[src/rtl/uart_pkg.sv]
// Shared UART definitions: receiver/transmitter state encoding, bit-count constant
// and the clock-cycles-per-bit helper.
package uart_pkg;

    localparam int DATA_BITS = 8;

    typedef enum logic [2:0] {
        IDLE,
        START,
        DATA,
        PARITY,
        STOP,
        WAIT_IDLE
    } uart_state_t;

    function automatic int cyc_count(
        input int system_clock,
        input int baud_rate
    );
        return system_clock / baud_rate;
    endfunction

endpackage

[src/rtl/uart_rx_if.sv]
// Byte-level valid/ready handshake between the UART receiver and its consumer.
interface uart_rx_if;
    import uart_pkg::*;

    logic [DATA_BITS-1:0] data;
    logic                 valid;
    logic                 ready;

    modport master (
        output data,
        output valid,
        input  ready
    );

    modport slave (
        input  data,
        input  valid,
        output ready
    );

endinterface

[src/rtl/uart_sync.sv]
// Two-flop synchronizer for a single asynchronous input; reset value selectable.
module uart_sync #(
    parameter logic RST_VAL = 1'b1
) (
    input  logic clk,
    input  logic rst,
    input  logic d,
    output logic q
);

    logic [1:0] ff;

    always_ff @(posedge clk) begin
        if (rst) begin
            ff <= {2{RST_VAL}};
        end else begin
            ff <= {ff[0], d};
        end
    end

    assign q = ff[1];

endmodule

[src/rtl/uart_rx.sv]
// UART receiver: centre-sampled 8N1 (or 8E1 with UART_RX_PARITY_EN) byte
// delivery over valid/ready, with framing/parity/overrun pulses.
module uart_rx
    import uart_pkg::*;
#(
    parameter int SYSTEM_CLOCK = 32000000,
    parameter int BAUD_RATE    = 9600,
    parameter int CYC_COUNT    = cyc_count(SYSTEM_CLOCK, BAUD_RATE)
) (
    input  logic       clk,
    input  logic       rst,
    input  logic       rxd,
    uart_rx_if.master  byte_if,
    output logic       frame_err,
    output logic       parity_err,
    output logic       overrun,
    output logic       busy
);

    localparam int CW = $clog2(CYC_COUNT);
    localparam int BW = $clog2(DATA_BITS);

    localparam logic [CW-1:0] CNT_FULL = CW'(CYC_COUNT - 1);
    localparam logic [CW-1:0] CNT_HALF = CW'(CYC_COUNT / 2 - 1);
    localparam logic [BW-1:0] LAST_BIT = BW'(DATA_BITS - 1);

    uart_state_t          state;
    logic [CW-1:0]        cnt;
    logic [BW-1:0]        bit_idx;
    logic [DATA_BITS-1:0] shreg;
    logic                 line;

`ifdef UART_RX_PARITY_EN
    logic                 par_bit;
`else
    assign parity_err = 1'b0;
`endif

    uart_sync #(
        .RST_VAL (1'b1)
    ) u_sync (
        .clk (clk),
        .rst (rst),
        .d   (rxd),
        .q   (line)
    );

    always_ff @(posedge clk) begin
        if (rst) begin
            state         <= IDLE;
            cnt           <= '0;
            bit_idx       <= '0;
            shreg         <= '0;
            byte_if.data  <= '0;
            byte_if.valid <= 1'b0;
            frame_err     <= 1'b0;
            overrun       <= 1'b0;
            busy          <= 1'b0;
`ifdef UART_RX_PARITY_EN
            parity_err    <= 1'b0;
            par_bit       <= 1'b0;
`endif
        end else begin
            frame_err <= 1'b0;
            overrun   <= 1'b0;
`ifdef UART_RX_PARITY_EN
            parity_err <= 1'b0;
`endif
            if (byte_if.valid && byte_if.ready) begin
                byte_if.valid <= 1'b0;
            end

            unique case (state)
                IDLE: begin
                    if (!line) begin
                        cnt   <= CNT_HALF;
                        state <= START;
                        busy  <= 1'b1;
                    end
                end

                START: begin
                    if (cnt == '0) begin
                        if (line) begin
                            state <= IDLE;
                            busy  <= 1'b0;
                        end else begin
                            cnt     <= CNT_FULL;
                            bit_idx <= '0;
                            state   <= DATA;
                        end
                    end else begin
                        cnt <= cnt - 1'b1;
                    end
                end

                DATA: begin
                    if (cnt == '0) begin
                        shreg <= {line, shreg[DATA_BITS-1:1]};
                        cnt   <= CNT_FULL;
                        if (bit_idx == LAST_BIT) begin
`ifdef UART_RX_PARITY_EN
                            state <= PARITY;
`else
                            state <= STOP;
`endif
                        end else begin
                            bit_idx <= bit_idx + 1'b1;
                        end
                    end else begin
                        cnt <= cnt - 1'b1;
                    end
                end

`ifdef UART_RX_PARITY_EN
                PARITY: begin
                    if (cnt == '0) begin
                        par_bit <= line;
                        cnt     <= CNT_FULL;
                        state   <= STOP;
                    end else begin
                        cnt <= cnt - 1'b1;
                    end
                end
`endif

                STOP: begin
                    if (cnt == '0) begin
                        frame_err <= !line;
`ifdef UART_RX_PARITY_EN
                        parity_err <= ^{shreg, par_bit};
`endif
                        // A full holding register keeps the old byte
                        if (!byte_if.valid || byte_if.ready) begin
                            byte_if.data  <= shreg;
                            byte_if.valid <= 1'b1;
                        end else begin
                            overrun <= 1'b1;
                        end
                        state <= line ? IDLE : WAIT_IDLE;
                        busy  <= !line;
                    end else begin
                        cnt <= cnt - 1'b1;
                    end
                end

                WAIT_IDLE: begin
                    if (line) begin
                        state <= IDLE;
                        busy  <= 1'b0;
                    end
                end

                default: begin
                    state <= IDLE;
                    busy  <= 1'b0;
                end
            endcase
        end
    end

endmodule

[src/flat_wrapper.sv]
// flat-port wrapper written by rule: the top's interface ports become plain ports
module uart_rx_flat import uart_pkg::*;
#(
    parameter int SYSTEM_CLOCK = 32000000,
    parameter int BAUD_RATE    = 9600,
    parameter int CYC_COUNT    = cyc_count(SYSTEM_CLOCK, BAUD_RATE)
)
  (clk, rst, rxd, frame_err, parity_err, overrun, busy, byte_if_data, byte_if_valid, byte_if_ready);
  uart_rx_if byte_if_i ();
  input  logic clk;
  input  logic rst;
  input  logic rxd;
  output logic frame_err;
  output logic parity_err;
  output logic overrun;
  output logic busy;
  output wire logic [$bits(byte_if_i.data)-1:0] byte_if_data;
  output wire logic [$bits(byte_if_i.valid)-1:0] byte_if_valid;
  input wire logic [$bits(byte_if_i.ready)-1:0] byte_if_ready;
  assign byte_if_data = byte_if_i.data;
  assign byte_if_valid = byte_if_i.valid;
  assign byte_if_i.ready = byte_if_ready;
  uart_rx #(.SYSTEM_CLOCK(SYSTEM_CLOCK), .BAUD_RATE(BAUD_RATE), .CYC_COUNT(CYC_COUNT)) u_core (.clk(clk), .rst(rst), .rxd(rxd), .byte_if(byte_if_i), .frame_err(frame_err), .parity_err(parity_err), .overrun(overrun), .busy(busy));
endmodule
[config.mk]
export PLATFORM = sky130hd
export DESIGN_NAME = uart_rx_flat
export DESIGN_NICKNAME = d
export VERILOG_FILES = /design/src/rtl/uart_pkg.sv /design/src/rtl/uart_rx_if.sv /design/src/rtl/uart_sync.sv /design/src/rtl/uart_rx.sv /design/src/flat_wrapper.sv
export SDC_FILE = /design/constraint.sdc
export NUM_CORES = 1
export LEC_CHECK = 0
export CAP_MARGIN = 10
export CORE_MARGIN = 4
export CORE_UTILIZATION = 54
export DETAILED_ROUTE_END_ITERATION = 10
export PLACE_DENSITY = 0.77
export SYNTH_ARGS = -nofsm -noshare
export SYNTH_HDL_FRONTEND = slang
export SYNTH_SLANG_ARGS = --single-unit
[constraint.sdc]
create_clock -name clk -period 6.28 [get_ports clk]
set_clock_uncertainty 0.2 [all_clocks]
set_input_delay 0.628 -clock clk [delete_from_list [all_inputs] [get_ports clk]]
set_output_delay 0.628 -clock clk [all_outputs]
set_load 0.01 [all_outputs]
**Word level (Yosys, flattened, before mapping)**

Index checks and enable logic that the tools add are counted.

- Flip-flop bits (word level): 40
- Input bits: 4
- Output and inout bits: 13
- Word-level logic and storage cells: 75

- Add/subtract/negate cells: 2
- Equality and inequality tests: 15
- Mux-type cells: 30
- Bitwise operators: 3
- Reduce and logical (&&, ||, !) cells: 15

Operator list:

| operator | number |
|---|---|
| $mux 12 | 5 |
| $pmux 12 s4 | 1 |
| $mux 3 | 11 |
| $pmux 3 s5 | 1 |
| $logic_not 12->1 | 1 |
| $sub 12x1->12 const B | 1 |
| $ne 2x2->1 const B | 5 |
| $eq 3x3->1 const B | 3 |
| $mux 1 | 9 |
| $ne 2x1->1 const B | 4 |
| $reduce_and 4->1 | 2 |
| $pmux 3 s2 | 1 |
| $reduce_and 6->1 | 1 |
| $pmux 1 s5 | 1 |
| $reduce_and 5->1 | 1 |
| $reduce_bool 4->1 | 1 |
| $add 3x1->3 const B | 1 |
| $eq 3x1->1 const B | 1 |
| $eq 3x2->1 const B | 1 |
| $logic_not 3->1 | 1 |
| $ne 3x3->1 const B | 1 |
| $not 1->1 | 3 |
| $reduce_and 3->1 | 1 |
| $reduce_or 3->1 | 1 |
| 6 further kinds | 7 |

**Logic depth before layout (Yosys ltp)**

- Word-level depth: 5
- Gate-level depth with buffers: 9
- Depth with buffers taken out: 7

**Modules after synthesis**

A second synthesis with hierarchy kept.

- Cell total of the unflattened synthesis: 223
- Area total of the unflattened synthesis: 1898.1 um2

Modules (own cells, without submodules):

| module | times used | cells an instance | area an instance (um2) | seq. area each (um2) |
|---|---|---|---|---|
| uart_rx | 1 | 219 | 1845.5 | 760.7 |
| uart_sync | 1 | 4 | 52.6 | 40.0 |

**Worst setup path before layout**

No wires, ideal clock.

- Path type: flip-flop to flip-flop
- Start: reg u_core.cnt[0]
- End: reg u_core.cnt[7]
- Library setup time: 0.092 ns
- Arrival time: 2.421 ns
- Required time: 5.988 ns
- Setup slack: 3.567 ns
- Stages on the path, launching flop included: 10
- Buffers on the path: 2
- Clock period less this slack: 2.713 ns
- Cells stage by stage: dfxtp_1 > inv_1 > ha_1 > or4b_2 > or4_4 > buf_6 > o31ai_4 > buf_6 > a21oi_1 > o32ai_1

- Longest elaborated chain between the ends: 3
- Elaborated cells on any way between the ends: 9
- Classes of those cells: add/sub (1); eq/ne (2); mux (4); reduce/logical (2)

Ends and longest elaborated chain:

| element | RTL line | text |
|---|---|---|
| start, declared | uart_rx.sv:28 | `logic [CW-1:0] cnt;` |
| start signal, assigned | uart_rx.sv:93 | `cnt <= cnt - 1'b1;` |
| start signal, assigned | uart_rx.sv:111 | `cnt <= cnt - 1'b1;` |
| start signal, assigned | uart_rx.sv:143 | `cnt <= cnt - 1'b1;` |
| $sub 12x1->12 / $logic_not 12->1 (equally long branches) | -- |  |
| $mux 12 (tied with other cells) | uart_rx.sv:128 | `if (cnt == '0) begin` |
| $pmux 12 s4 / $reduce_and 4->1 (equally long branches) | -- |  |

Parallel ways exist; a longest one is shown, timed or not. The select of a mux whose other input is x is not followed.
A chain may end at the register's enable or synchronous reset.

**Worst setup path in the final report**

- Start: reg u_core.cnt[0]
- End: reg u_core.cnt[0]

The elaborated chain is that of the path after synthesis.

==> flow_summary_export.csv <==
group,metric,value,unit
floorplanning,start_util,57.03,%
route,wl_per_cell,14.15,µm
sta,rsz0062_at_grt,"false",
clock_tree,cts_tree,"built",
route,drt-initial-drc-count,189,
sta,tightest_slew,0.8801,ns
floorplanning,core_region_area,3390,µm²
grt,grt_remaining_overflow,0,
hold_path,min_to,"u_core.u_sync.ff[1]",
setup_path,timing.rr.end,"u_core.cnt[0]",
floorplanning,die_h,67.83,µm
flow_run,maxCapViolations,0,
sta,slew_headroom,40.84,%
logic_synthesis,yosysTopAreaCell,"dfxtp_1",
setup_path,r2r-start,"u_core.cnt[0]",
route,drtAntennaViolNets,0,
sta,period_share,48.38,%
clock_tree,cts_setup_buffers,0,
floorplanning,fp.dieW,67.83,µm
floorplanning,dieArea,4601,µm²
logic_synthesis,synth_edf_count,0,
setup_path,critPathCaptureType,"flop",
grt,grt_use_total,19.03,%
logic_synthesis,ys_seq_area_share,41.42,%
grt,grt_pass1_wl,6.596,mm
hold_path,hold_start,"u_core.u_sync.ff[0]",
setup_path,critical_path.max_fanout,10,
place,io_buffer_count,15,
logic_synthesis,ys_top_cells_by_area,"dfxtp_1 41%, mux2i_1 8.3%, nor2_1 6.4%, a21oi_1 4.7%, ha_1 2.6%",
hold_path,hold_class,"flop to flop",
logic_synthesis,ys_warn_count,0,
route,viasPerCell,5.960,
clock_tree,h-tree-depth,2,
logic_synthesis,yosysUniqueCellTypes,50,
pwr,p_leak,0.8460,nW
route,vias,1639,
pwr,power.total,567.3,µW
run_status,status,"finished, final reports clean",
setup_path,worst-r2r-setup-slack,3.24,ns
place,gp_congestion,0.8451,
sta,slew_viol_final,0,
logic_synthesis,synthCells,220,
logic_synthesis,synth_ff_type,"dfxtp_1",
setup_path,cp.arrival,3.05,ns
setup_path,start_kind,"flop",
logic_synthesis,avgSynthCellArea,8.787,µm²
clock_tree,ctsHoldBuffers,0,
pwr,ir_worst_vdd,0.0001280,V
grt,grt_max_degree,40,
sta,finalHoldViolCount,0,
cells_and_area,drive_above_1_share,12.23,%
route,first_pass_iters,4,
place,place_hpwl,2.563,mm
cells_and_area,diodes,0,
cells_and_area,area_delta_synth_final,12.36,%
clock_tree,clkSinkCount,40,
sta,fin_setup_tns,0,ns
sta,fmax,329.1,MHz
cells_and_area,nets,237,
setup_path,cp.required,6.29,ns
floorplanning,rows,21,
setup_path,reg2reg_depth,7,
logic_synthesis,ys_ff_latch,40,
setup_path,cp-startpoint,"u_core.cnt[0]",
hold_path,holdPathStages,1,
logic_synthesis,synth_top_area_share,41.42,%
grt,antenna_found_initial,0,
clock_tree,cts_root_buffer,"clkbuf_4",
pwr,pwr_density_cell,261.2,nW/µm²
logic_synthesis,synthArstFlopShare,0,%
clock_tree,clk_latency,0.35,ns
sta,fin_crit,3.038,ns
clock_tree,postCtsResizedCells,0,
floorplanning,io_pins,17,
setup_path,worstSetupPathType,"flop to flop",
logic_synthesis,synthesis.nets,228,
clock_tree,clockBufferDepth,2,
route,drc,0,
route,wirelength,3.892,mm
sta,setup_viol,0,
logic_synthesis,syn_area,1933,µm²
clock_tree,cts.clk_slew.worst_paths,0.12,ns
clock_tree,numCtsBuffers,5,
grt,grt_pass1_vias,1436,
[registers in the layout, indices dropped and copies added (netlist names)]
name / cells
u_core.byte_if.valid: 1
u_core.cnt: 12
u_core.shreg: 8
u_core.byte_if.data: 8
u_core.overrun: 1
u_core.u_sync.ff: 2
u_core.state: 3
u_core.busy: 1
u_core.bit_idx: 3
u_core.frame_err: 1
[area by class of cell]
type / instances / area, µm²
Inverter: 7 / 26.28
Clock buffer: 5 / 37.54
Clock inverter: 2 / 60.06
Fill cell: 273 / 1217
Sequential cell: 40 / 800.8
Timing Repair Buffer: 16 / 157.7
Tap cell: 46 / 57.56
Multi-Input combinational cell: 159 / 1032
[layer usage]
layer / track usage (%) / wire [µm] / share of wire, %
met1: 26.37 / 1865 / 48
met2: 26.49 / 1712 / 44
met3: 6.076 / 235 / 6.0
met4: 9.181 / 80 / 2.1
met5: 0 / 0 / 0
[worst max path at each step]
stage,endpoint
6_report,u_core.cnt[0]
5_1_grt,u_core.byte_if.data[5]
4_1_cts,u_core.cnt[0]
3_5_place_dp,u_core.cnt[0]
3_3_place_gp,u_core.cnt[11]
2_1_floorplan,u_core.cnt[7]
[logic make-up (layout without fill, tap and decap cells)]
logic type               Yosys count  after routing  share of synthesized area, %
XOR/XNOR                           1              1                        0.4532
other                              1              1                        0.1940
buffers and inverters             21             30                         5.177
AO/OA/AOI/OAI                     50             50                         17.93
adder cells (fa/ha/maj)            5              5                         3.107
multiplexers                      16             16                         8.285
flip-flops                        40             40                         41.42
AND/OR/NAND/NOR                   86             86                         23.43
[placed cells by master (no fill, tap or decap), drive strengths merged, types with 2 or more instances in the layout]
cell type       n
a221oi          2
o221a           2
or4b            2
inv             6
nor4            3
or3b            2
bufinv          2
nor3           10
a32oi           2
nor2           34
mux2i          16
o21ai           8
a31oi           3
ha              4
or4             5
clkdlybuf4s50  15
nand3           5
nand2b          5
nand2           9
or2             4
nand4           3
o32ai           3
o31a            2
o21a            4
dfxtp          40
clkbuf          5
a21oi          18
or3             3
[power by group]
| part | switching, mW | internal [mW] |
|---|---|---|
| Clock | 0.0862 | 0.122 |
| Combinational | 0.0572 | 0.0342 |
| Sequential | 0.00750 | 0.260 |
[cell usage after synthesis (all sizes together), types with 5 or more instances]
library cell  instances
nand2b                5
inv                   6
dfxtp                40
nand2                 9
mux2i                16
a21oi                18
or4                   5
clkbuf                9
o21ai                 8
nand3                 5
buf                   5
nor2                 34
nor3                 10
[per-stage QoR]
stage               hold WS [ns]  instance area, µm²  worst slack (ns)  cells  util (%)
finish                    0.2247                2172             3.242    275     64.08
global route              0.2443                2172             3.013    275     64.08
CTS                       0.2215                2172             3.262    275     64.08
detailed placement        0.1958                2074             3.304    268     61.20
global placement          0.2013                2074             3.335    268     61.20
floorplan                 0.1895                1933             3.567    220         -
[worst max-delay path, cell delays in order (launching register included)]
cell,delay [ns]
dfxtp_1,0.35
inv_1,0.11
ha_1,0.15
or4b_2,0.63
nor4_2,0.69
a21oi_1,0.43
a21oi_1,0.25
a221oi_1,0.09
Power figures use the tool's default switching activity.
